File: src/rtl/pipe_stage_skid_reg.sv
// Generic inter-stage pipeline register: two-entry skid buffer under valid/ready,
// flush zeroes control only, saturating stall/flush performance counters.
module pipe_stage_skid_reg #(
    parameter int unsigned CTRL_W = 16,
    parameter int unsigned DATA_W = 128,
    parameter int unsigned CNT_W  = 16
) (
    input  logic              clk,
    input  logic              rst,
    input  logic              flush,
    input  logic              in_valid,
    output logic              in_ready,
    input  logic [CTRL_W-1:0] in_ctrl,
    input  logic [DATA_W-1:0] in_data,
    output logic              out_valid,
    input  logic              out_ready,
    output logic [CTRL_W-1:0] out_ctrl,
    output logic [DATA_W-1:0] out_data,
    output logic [CNT_W-1:0]  stall_count,
    output logic [CNT_W-1:0]  flush_count
);

    localparam logic [CNT_W-1:0] CntMax = '1;

    logic              main_valid_q, main_valid_d;
    logic [CTRL_W-1:0] main_ctrl_q, main_ctrl_d;
    logic [DATA_W-1:0] main_data_q, main_data_d;
    logic              skid_valid_q, skid_valid_d;
    logic [CTRL_W-1:0] skid_ctrl_q, skid_ctrl_d;
    logic [DATA_W-1:0] skid_data_q, skid_data_d;
    logic              in_ready_q, in_ready_d;
    logic [CNT_W-1:0]  stall_cnt_q, stall_cnt_d;
    logic [CNT_W-1:0]  flush_cnt_q, flush_cnt_d;

    logic accept, drain, stall_inc, flush_inc;

    assign accept    = in_valid & in_ready_q;
    assign drain     = main_valid_q & out_ready;
    assign stall_inc = ~flush & main_valid_q & ~out_ready;
    assign flush_inc = flush & (main_valid_q | skid_valid_q);

    always_comb begin
        main_valid_d = main_valid_q;
        main_ctrl_d  = main_ctrl_q;
        main_data_d  = main_data_q;
        skid_valid_d = skid_valid_q;
        skid_ctrl_d  = skid_ctrl_q;
        skid_data_d  = skid_data_q;

        if (flush) begin
            main_valid_d = 1'b0;
            skid_valid_d = 1'b0;
            main_ctrl_d  = '0;
            skid_ctrl_d  = '0;
        end else if (!main_valid_q) begin
            if (accept) begin
                main_valid_d = 1'b1;
                main_ctrl_d  = in_ctrl;
                main_data_d  = in_data;
            end
        end else if (drain) begin
            if (skid_valid_q) begin
                // in_ready is low whenever skid is full, so no accept can collide here
                main_ctrl_d  = skid_ctrl_q;
                main_data_d  = skid_data_q;
                skid_valid_d = 1'b0;
            end else if (accept) begin
                main_ctrl_d = in_ctrl;
                main_data_d = in_data;
            end else begin
                main_valid_d = 1'b0;
            end
        end else if (!skid_valid_q && accept) begin
            skid_valid_d = 1'b1;
            skid_ctrl_d  = in_ctrl;
            skid_data_d  = in_data;
        end

        in_ready_d = ~skid_valid_d;

        stall_cnt_d = stall_cnt_q;
        if (stall_inc && stall_cnt_q != CntMax) begin
            stall_cnt_d = stall_cnt_q + 1'b1;
        end
        flush_cnt_d = flush_cnt_q;
        if (flush_inc && flush_cnt_q != CntMax) begin
            flush_cnt_d = flush_cnt_q + 1'b1;
        end
    end

    always_ff @(posedge clk) begin
        if (rst) begin
            main_valid_q <= 1'b0;
            main_ctrl_q  <= '0;
            main_data_q  <= '0;
            skid_valid_q <= 1'b0;
            skid_ctrl_q  <= '0;
            skid_data_q  <= '0;
            in_ready_q   <= 1'b1;
            stall_cnt_q  <= '0;
            flush_cnt_q  <= '0;
        end else begin
            main_valid_q <= main_valid_d;
            main_ctrl_q  <= main_ctrl_d;
            main_data_q  <= main_data_d;
            skid_valid_q <= skid_valid_d;
            skid_ctrl_q  <= skid_ctrl_d;
            skid_data_q  <= skid_data_d;
            in_ready_q   <= in_ready_d;
            stall_cnt_q  <= stall_cnt_d;
            flush_cnt_q  <= flush_cnt_d;
        end
    end

    // Control of a non-valid slot reads zero so downstream sees no side effects
    assign out_valid   = main_valid_q;
    assign out_ctrl    = main_valid_q ? main_ctrl_q : '0;
    assign out_data    = main_data_q;
    assign in_ready    = in_ready_q;
    assign stall_count = stall_cnt_q;
    assign flush_count = flush_cnt_q;

endmodule

File: config.mk
export PLATFORM = sky130hd
export DESIGN_NAME = pipe_stage_skid_reg
export DESIGN_NICKNAME = d
export VERILOG_FILES = /design/src/rtl/pipe_stage_skid_reg.sv
export SDC_FILE = /design/constraint.sdc
export NUM_CORES = 1
export LEC_CHECK = 0
export BUFFER_PORTS_ARGS = -buffer_cell sky130_fd_sc_hd__buf_2
export CORE_MARGIN = 2
export CORE_UTILIZATION = 40
export DETAILED_ROUTE_END_ITERATION = 10
export SLEW_MARGIN = 20
export SYNTH_ARGS = -nofsm -noshare
export SYNTH_HDL_FRONTEND = slang
export SYNTH_SLANG_ARGS = --single-unit
File: constraint.sdc
create_clock -name clk -period 2 [get_ports clk]
set_input_delay 0.4 -clock clk [delete_from_list [all_inputs] [get_ports clk]]
set_output_delay 0.4 -clock clk [all_outputs]
set_load 0.01 [all_outputs]
==> flow_metrics.env, run 1 <==
export IMPL_synthArstFlopShare_pct=0
export IMPL_switchingPower_mw=3.496
export IMPL_slowest_stage="dfxtp_1"
export IMPL_fin_crit_ns=1.887
export IMPL_synth_ff_latch_count=323
export IMPL_grt_use_total_pct=21.65
export IMPL_dpl_cell_area_sq_um=15010
export IMPL_n_fill_cell=3023
export IMPL_die_y_um=182.5
export IMPL_ios=327
export IMPL_vdd_drop_max_v=0.0006555
export IMPL_dieArea_sq_um=33320
export IMPL_yosys_warnings=0
export IMPL_clock_root_buffer="clkbuf_16"
export IMPL_synth_avg_cell_area_sq_um=8.405
export IMPL_powerDensity_nw_per_um2=892.6
export IMPL_critPathArrivalTime_ns=1.49
export IMPL_grt_ovfl_total=0
export IMPL_min_to="skid_ctrl_q[7]"
export IMPL_post_cts_buffers=0
export IMPL_crit_path_end_kind="output port"
export IMPL_hp_class="input port to flop"
export IMPL_clkTransAtPathRegs_ns=0.06
export IMPL_wl_per_cell_um=16.83
export IMPL_die_width_um=182.5
export IMPL_layout_commonest_cell="buf_2"
export IMPL_status="completed"
export IMPL_fp_coreArea_sq_um=31470
export IMPL_stdcell_area_sq_um=16160
export IMPL_finalHoldViolCount=0
export IMPL_path_max_fanout=19
export IMPL_reg2reg_slack_ns=0.21
export IMPL_grt_max_degree=80
export IMPL_rsz0062_at_grt="no"
export IMPL_worstSkewPairLatency_ns=0.49
export IMPL_grt_pass1_vias=11140
export IMPL_syn_inst=1517
export IMPL_ant_nets=0
export IMPL_hold_depth=3
export IMPL_r2r_worst_path_cells=5
export IMPL_synth_edf_count=0
export IMPL_post_route_drc_count=0
export IMPL_syn_num_nets=1668
export IMPL_critPathRequiredTime_ns=1.60
export IMPL_portBuffers=326
export IMPL_syn2layout_area_growth_pct=26.73
export IMPL_worstReg2RegEnd="stall_count[1]"
export IMPL_ys_types=49
export IMPL_drt_iter0_markers=715
export IMPL_ys_seq_area_share_pct=50.71
export IMPL_worstHoldStart="in_ctrl[7]"
export IMPL_swShare_pct=24.24
export IMPL_ctsHoldBuffers=0
export IMPL_start_kind="flop"
export IMPL_worst_slew_pin_transition_ns=0.7027
export IMPL_clk_path_buf_depth=3
export IMPL_final_cell_mix="buf_2 (325), dfxtp_1 (323), nand2_1 (320)"
export IMPL_drive_above_1_share_pct=24.62
export IMPL_cts_made_buffers=37
export IMPL_tritoncts="built"
export IMPL_routed_wl_um=37530
export IMPL_fin_crit_sh_pct=94.35
export IMPL_worstPathCellList="buf_6 > and2_1 > buf_2"
export IMPL_via_count=11990
export IMPL_skew_ns=0.01461
export IMPL_syn_cell_area_sq_um=12750
export IMPL_start_util_pct=40.51
export IMPL_slew_violations=0
export IMPL_hpwl_um=23600
export IMPL_fin_nets=1949
export IMPL_p_leak_nw=6.499
export IMPL_via_per_inst=5.376
export IMPL_antenna_found_initial=6
export IMPL_pwr_share_seq_pct=47.0
export IMPL_combPwrFrac_pct=9.3
export IMPL_fp_row_count=65
export IMPL_clock_sinks=323
export IMPL_r2r_start="stall_count[9]"
export IMPL_pwr_share_clk_pct=43.8
export IMPL_p_int_mw=10.93
export IMPL_cts_htree_levels=2
export IMPL_post_cts_resized=0
export IMPL_maxCapViolCount=0
export IMPL_critical_path_class="flop to output port"
export IMPL_firstDrtPassIters=5
export IMPL_slowest_delay_ns=0.45
export IMPL_slew_headroom_pct=53.04
export IMPL_synth_main_ff_cell="dfxtp_1"
export IMPL_grt_first_pass_wirelength_um=59950
export IMPL_max_freq_mhz=529.9
export IMPL_place_congestion=0.7866
export IMPL_setup_viol=0
export IMPL_setup_tns_ns=0
## sequential cells by signal, summed over array words and instances (netlist names)
register,flops
skid_data_q,128
out_data,128
stall_count,16
out_valid,1
in_ready,1
flush_count,16
main_ctrl_q,16
skid_ctrl_q,16
skid_valid_q,1
## layout make-up
type                    instances  area [sq um]  share of cell area, %
inverters                     133         499.2                  3.089
well taps                     402         503.0                  3.113
repair buffers                376          2320                  14.36
multi-input cells             927          5225                  32.33
diodes                          4         10.01                0.06194
clock buffers                  53          1066                  6.597
flip-flops and latches        323          6466                  40.02
clock inverters                12         70.07                 0.4336
## power by group through the flow
| stage | sequential, mW | combinational (mW) | clock [mW] |
|---|---|---|---|
| 5_1_grt | 6.80 | 1.47 | 6.73 |
| 3_5_place_dp | 6.91 | 1.34 | 0 |
| 2_1_floorplan | 6.99 | 0.599 | 0 |
| 4_1_cts | 6.77 | 1.34 | 6.46 |
| 6_report | 6.77 | 1.34 | 6.31 |
| 3_3_place_gp | 6.91 | 1.33 | 0 |
## synthesized netlist by cell type, types with 6 or more instances
cell | count | share of area [%]
a311oi_1 | 10 | 0.69
nand3_1 | 11 | 0.43
nand2_1 | 322 | 9.5
and3_1 | 6 | 0.29
or3_1 | 14 | 0.69
and2_1 | 19 | 0.93
nor2_1 | 24 | 0.71
buf_1 | 6 | 0.18
buf_2 | 54 | 2.1
o22ai_1 | 134 | 6.6
a221oi_1 | 128 | 8.8
or4_1 | 6 | 0.35
nand4_1 | 8 | 0.39
dfxtp_1 | 323 | 51
clkbuf_1 | 69 | 2.0
a21oi_1 | 170 | 6.7
o21ai_0 | 15 | 0.59
inv_1 | 133 | 3.9
o31ai_1 | 7 | 0.41
## metal layers
| metal | share of wire, % | vias to the layer above | GRT usage [%] |
|---|---|---|---|
| met5 | 0.064 | - | 0 |
| met4 | 1.9 | 4 | 5.516 |
| met3 | 6.6 | 46 | 4.770 |
| met2 | 47 | 352 | 34.86 |
| met1 | 45 | 5637 | 29.46 |
| li1 | - | 5950 | - |
## critical path, delay by kind of cell, from the launching register on
| family | cells | cell delay, ns |
|---|---|---|
| buffers and inverters | 2 | 0.37 |
| flip-flops | 1 | 0.45 |
| AND/OR/NAND/NOR | 1 | 0.18 |
## how the worst max path moves through the flow
stage                    from  depth (start not counted)               end  slack, ns
floorplan           out_valid                          7  skid_data_q[100]       0.25
global placement    out_ready                          7  skid_data_q[104]       0.15
detailed placement  out_ready                          7   skid_data_q[78]       0.09
CTS                 out_valid                          3      out_ctrl[14]       0.04
global route        out_valid                          3      out_ctrl[14]       0.01
finish              out_valid                          3      out_ctrl[14]       0.11
## metrics by stage
stage / hold WS [ns] / power (mW) / instances / utilization, % / worst slack, ns
floorplan: 0.4364 / 7.589 / 1517 / - / 0.2527
global placement: 0.4410 / 8.233 / 2161 / 47.69 / 0.1458
detailed placement: 0.4466 / 8.252 / 2161 / 47.69 / 0.09437
CTS: 0.1290 / 14.58 / 2226 / 51.30 / 0.03929
global route: 0.1389 / 14.99 / 2229 / 51.33 / 0.01376
finish: 0.1505 / 14.42 / 2230 / 51.34 / 0.1129
## cells by family after synthesis
kind of cell    count (synthesis)  synth area share (%)
mux                             5                0.4317
buf+inv                       267                 8.596
compound gates                483                 25.04
fa+ha+maj                       2                0.1962
simple gates                  434                 14.82
flops                         323                 50.71
xor+xnor                        3                0.2061
Power figures use the tool's default switching activity.
==> inputs of run 2 (changes only) <==
CORE_ASPECT_RATIO = 1.5   (was not set)
CTS_CLUSTER_DIAMETER = 30   (was not set)
==> run 2 against run 1 <==
Against the previous run: sequential power about the same; first-iteration DRC count increased by 2.4%; maximum frequency decreased by 1.9%; global-route usage increased by 0.48 points; critical path type is now flop to flop; power increased by 23%.
==> flow_metrics.env, run 2 (synthesized netlist as in run 1, its figures left out) <==
export IMPL_status="completed"
export IMPL_start_kind="flop"
export IMPL_via_count=12360
export IMPL_dieArea_sq_um=33350
export IMPL_fp_coreArea_sq_um=31630
export IMPL_critical_path_class="flop to flop"
export IMPL_grt_ovfl_total=0
export IMPL_wl_per_cell_um=17.11
export IMPL_switchingPower_mw=4.237
export IMPL_hp_class="input port to flop"
export IMPL_p_int_mw=13.57
export IMPL_fp_row_count=80
export IMPL_final_cell_mix="buf_2 (325), dfxtp_1 (322), nand2_1 (320)"
export IMPL_layout_commonest_cell="buf_2"
export IMPL_routed_wl_um=38850
export IMPL_path_max_fanout=8
export IMPL_slew_headroom_pct=47.74
export IMPL_worst_slew_pin_transition_ns=0.7839
export IMPL_die_width_um=149.8
export IMPL_tritoncts="built"
export IMPL_grt_max_degree=148
export IMPL_clk_path_buf_depth=3
export IMPL_met1_usage_pct=26.10
export IMPL_setup_viol=0
export IMPL_clkTransAtPathRegs_ns=0.06
export IMPL_fin_crit_ns=1.924
export IMPL_antenna_found_initial=4
export IMPL_portBuffers=326
export IMPL_worstSkewPairLatency_ns=0.56
export IMPL_grt_busiest_layer="met2"
export IMPL_place_congestion=0.7987
export IMPL_p_leak_nw=6.824
export IMPL_drive_above_1_share_pct=26.10
export IMPL_hpwl_um=23980
export IMPL_dpl_cell_area_sq_um=14910
export IMPL_setup_tns_ns=0
export IMPL_fin_crit_sh_pct=96.22
export IMPL_clock_root_buffer="clkbuf_16"
export IMPL_syn2layout_area_growth_pct=32.28
export IMPL_start_util_pct=40.31
export IMPL_via_per_inst=5.444
export IMPL_slew_violations=0
export IMPL_worstHoldStart="in_data[113]"
export IMPL_maxCapViolCount=0
export IMPL_powerDensity_nw_per_um2=1055
export IMPL_firstDrtPassIters=4
export IMPL_rsz0062_at_grt="no"
export IMPL_startpoint="out_valid"
export IMPL_pwr_share_seq_pct=38.1
export IMPL_swShare_pct=23.80
export IMPL_critPathRequiredTime_ns=2.44
export IMPL_fin_nets=1964
export IMPL_ctsHoldBuffers=0
export IMPL_combPwrFrac_pct=7.3
export IMPL_post_route_drc_count=0
export IMPL_cts_htree_levels=2
export IMPL_max_freq_mhz=519.6
export IMPL_cts_made_buffers=53
export IMPL_use_met3_pct=5.257
export IMPL_n_fill_cell=2946
export IMPL_ios=327
export IMPL_clock_sinks=323
export IMPL_met2_usage_pct=37.45
export IMPL_ant_nets=0
export IMPL_crit_path_end_kind="flop"
export IMPL_stdcell_area_sq_um=16870
export IMPL_finalHoldViolCount=0
export IMPL_grt_pass1_vias=11750
export IMPL_skew_ns=0.009188
export IMPL_die_y_um=222.7
export IMPL_critPathArrivalTime_ns=2.37
export IMPL_r2r_start="out_valid"
export IMPL_grt_use_total_pct=22.13
export IMPL_pwr_share_clk_pct=54.5
export IMPL_grt_first_pass_wirelength_um=60560
export IMPL_drt_iter0_markers=732
export IMPL_vdd_drop_max_v=0.0005592
[run 2: cell types whose count changed in the layout (fill, tap and decap cells not counted), moves of 6 or more]
cell | previous run | this run
clkbuf_16 | 37 | 55
bufinv_16 | 0 | 9
buf_12 | 24 | 18
buf_4 | 25 | 31
clkinv_4 | 1 | 7
inv_6 | 1 | 7
[run 2: critical path: stages (launching register included)]
cell,delay (ns)
dfxtp_2,0.40
nor3b_4,0.35
o41ai_4,0.17
buf_4,0.17
nor4_1,0.35
mux2_2,0.38
[run 2: area by class of cell]
class                      instances  area (sq um)  area share [%]
sequential                       323          6467           38.34
multi-input combinational        927          5225           30.98
timing repair buffer             375          2233           13.24
clock buffer                      65          1444           8.560
tap                              410         513.0           3.041
inverter                         133         499.2           2.960
clock inverter                    35         478.0           2.834
antenna                            3         7.507         0.04451
[run 2: final timing paths]
| check | end | slack (ns) | cells past startpoint |
|---|---|---|---|
| worst max-delay path | stall_count[15] | 0.08 | 5 |
| worst min-delay path | skid_data_q[113] | 0.08 | 3 |
| worst max register to register | stall_count[15] | 0.08 | 5 |
| worst min register to register | skid_data_q[47] | 0.45 | 2 |
[run 2: power by group through the flow]
stage          combinational (mW)  clock, mW  sequential [mW]
2_1_floorplan               0.599          0             6.99
3_3_place_gp                 1.30          0             6.91
3_5_place_dp                 1.31          0             6.92
4_1_cts                      1.31       9.91             6.78
5_1_grt                      1.43       10.2             6.81
6_report                     1.31       9.71             6.79
[run 2: per-layer routing]
metal | wire length, um | part of all wire (%)
met2 | 19160 | 49
met3 | 2691 | 6.9
met4 | 1673 | 4.3
met5 | 30 | 0.077
met1 | 15300 | 39
[run 2: per-stage QoR]
step	hold WS (ns)	util (%)	setup WS, ns	cells	power, mW
2_1_floorplan	0.4364	-	0.2527	1517	7.589
3_5_place_dp	0.4464	47.15	0.09402	2165	8.230
4_1_cts	0.05779	53.23	0.001563	2265	18.01
3_3_place_gp	0.4409	47.15	0.1196	2165	8.211
5_1_grt	0.07434	53.32	0.03761	2270	18.41
6_report	0.08481	53.33	0.07552	2271	17.80
[run 2: timing repair]
| action | CTS | global route |
|---|---|---|
| setup buffers | 0 | 3 |
| gates resized for setup | 0 | 1 |
| setup endpoints to repair | 0 | 16 |
==> inputs of run 3 (changes only) <==
CORE_ASPECT_RATIO = 1.2   (was 1.5)
==> run 3 against run 2 <==
Against the previous run: sequential share of layout area is 0.96 points lower; clock skew increased by 0.0083 ns; via count grew 0.19%; register-to-register slack better by 0.05 ns; count of clock-buffer cells in the layout grew 22; largest cell class unchanged; largest power group unchanged.
==> flow_metrics.env, run 3 (synthesized netlist as in run 1, its figures left out) <==
export IMPL_finalHoldViolCount=0
export IMPL_hpwl_um=23820
export IMPL_drt_iter0_markers=800
export IMPL_die_y_um=199.6
export IMPL_syn2layout_area_growth_pct=35.72
export IMPL_die_width_um=167.0
export IMPL_slew_headroom_pct=61.87
export IMPL_n_fill_cell=2910
export IMPL_worst_slew_pin_transition_ns=0.5719
export IMPL_post_route_drc_count=0
export IMPL_layout_setup_ws_ns=0.1229
export IMPL_crit_path_end_kind="flop"
export IMPL_maxCapViolCount=0
export IMPL_start_util_pct=40.66
export IMPL_grt_max_degree=116
export IMPL_path_max_fanout=11
export IMPL_grt_first_pass_wirelength_um=60870
export IMPL_wl_per_cell_um=16.94
export IMPL_hp_class="input port to flop"
export IMPL_skew_ns=0.01746
export IMPL_fp_row_count=71
export IMPL_grt_pass1_vias=11810
export IMPL_cts_htree_levels=3
export IMPL_grt_use_total_pct=22.24
export IMPL_critPathArrivalTime_ns=2.29
export IMPL_final_cell_mix="buf_2 (325), dfxtp_1 (321), nand2_1 (320)"
export IMPL_vdd_drop_max_v=0.0007702
export IMPL_ctsHoldBuffers=0
export IMPL_layout_commonest_cell="buf_2"
export IMPL_setup_viol=0
export IMPL_dpl_cell_area_sq_um=14970
export IMPL_ios=327
export IMPL_grt_ovfl_total=0
export IMPL_max_freq_mhz=532.7
export IMPL_final_util_pct=55.18
export IMPL_worstSkewPairLatency_ns=0.54
export IMPL_stdcell_area_sq_um=17310
export IMPL_status="completed"
export IMPL_drive_above_1_share_pct=27.36
export IMPL_dieArea_sq_um=33330
export IMPL_critical_path_class="flop to flop"
export IMPL_p_total_mw=19.00
export IMPL_clock_sinks=323
export IMPL_whs_ns=0.1025
export IMPL_preCtsSetupSlack_ns=0.09340
export IMPL_tritoncts="built"
export IMPL_fp_coreArea_sq_um=31360
export IMPL_via_per_inst=5.402
export IMPL_fin_crit_ns=1.877
export IMPL_clkTransAtPathRegs_ns=0.05
export IMPL_place_congestion=0.7749
export IMPL_via_count=12390
export IMPL_cts_made_buffers=67
export IMPL_antenna_found_initial=8
export IMPL_start_kind="flop"
export IMPL_clock_root_buffer="clkbuf_16"
export IMPL_ant_nets=0
export IMPL_fin_crit_sh_pct=93.85
export IMPL_firstDrtPassIters=8
export IMPL_powerDensity_nw_per_um2=1098
export IMPL_critPathRequiredTime_ns=2.42
export IMPL_fin_nets=1986
export IMPL_slew_violations=0
export IMPL_p_leak_nw=7.042
export IMPL_routed_wl_um=38850
export IMPL_portBuffers=326
export IMPL_clk_path_buf_depth=3
==> run 3: power by group <==
| group | total, mW | internal [mW] | switching, mW |
|---|---|---|---|
| clock network | 10.9 | 7.40 | 3.48 |
| registers | 6.81 | 6.68 | 0.130 |
| logic | 1.31 | 0.537 | 0.769 |
==> run 3: per-stage QoR <==
step                instances  TNS (ns)
floorplan                1517         0
global route             2290  -0.01091
detailed placement       2162         0
global placement         2162         0
CTS                      2282         0
finish                   2293         0
==> run 3: what timing repair did <==
action,4_1_cts,5_1_grt
setup buffers,0,5
endpoints found under the setup margin,0,32
resized for setup,0,6
endpoints found under the hold margin,0,0
==> run 3: final timing paths <==
path	startpoint	endpoint	slack [ns]	depth (start not counted)
min	in_data[71]	skid_data_q[71]	0.10	3
max reg2reg	stall_count[1]	stall_count[1]	0.12	7
max	stall_count[1]	stall_count[1]	0.12	7
min reg2reg	skid_data_q[101]	skid_data_q[101]	0.45	2
==> run 3: area by class of cell <==
type | count | area, sq um | share of cell area, %
repair buffers | 383 | 2322 | 13.42
well taps | 401 | 501.7 | 2.899
inverters | 133 | 499.2 | 2.885
flip-flops and latches | 323 | 6469 | 37.38
clock inverters | 33 | 331.6 | 1.916
multi-input cells | 927 | 5240 | 30.28
clock buffers | 87 | 1927 | 11.13
diodes | 6 | 15.01 | 0.08676
==> run 3: critical path: stages (launching register included) <==
cell and delay (ns):
dfxtp_1 0.37, ha_4 0.17, nand4_1 0.16, o41ai_4 0.51, buf_4 0.20, buf_12 0.11
mux2i_1 0.18, nor2_1 0.05
==> run 3: routing by layer <==
| layer | up-vias | track usage, % | wire length [um] |
|---|---|---|---|
| met5 | - | 0 | 34 |
| met3 | 70 | 5.962 | 2523 |
| met1 | 5929 | 26.86 | 16150 |
| met4 | 6 | 8.685 | 919 |
| li1 | 6033 | - | - |
| met2 | 349 | 37.81 | 19220 |
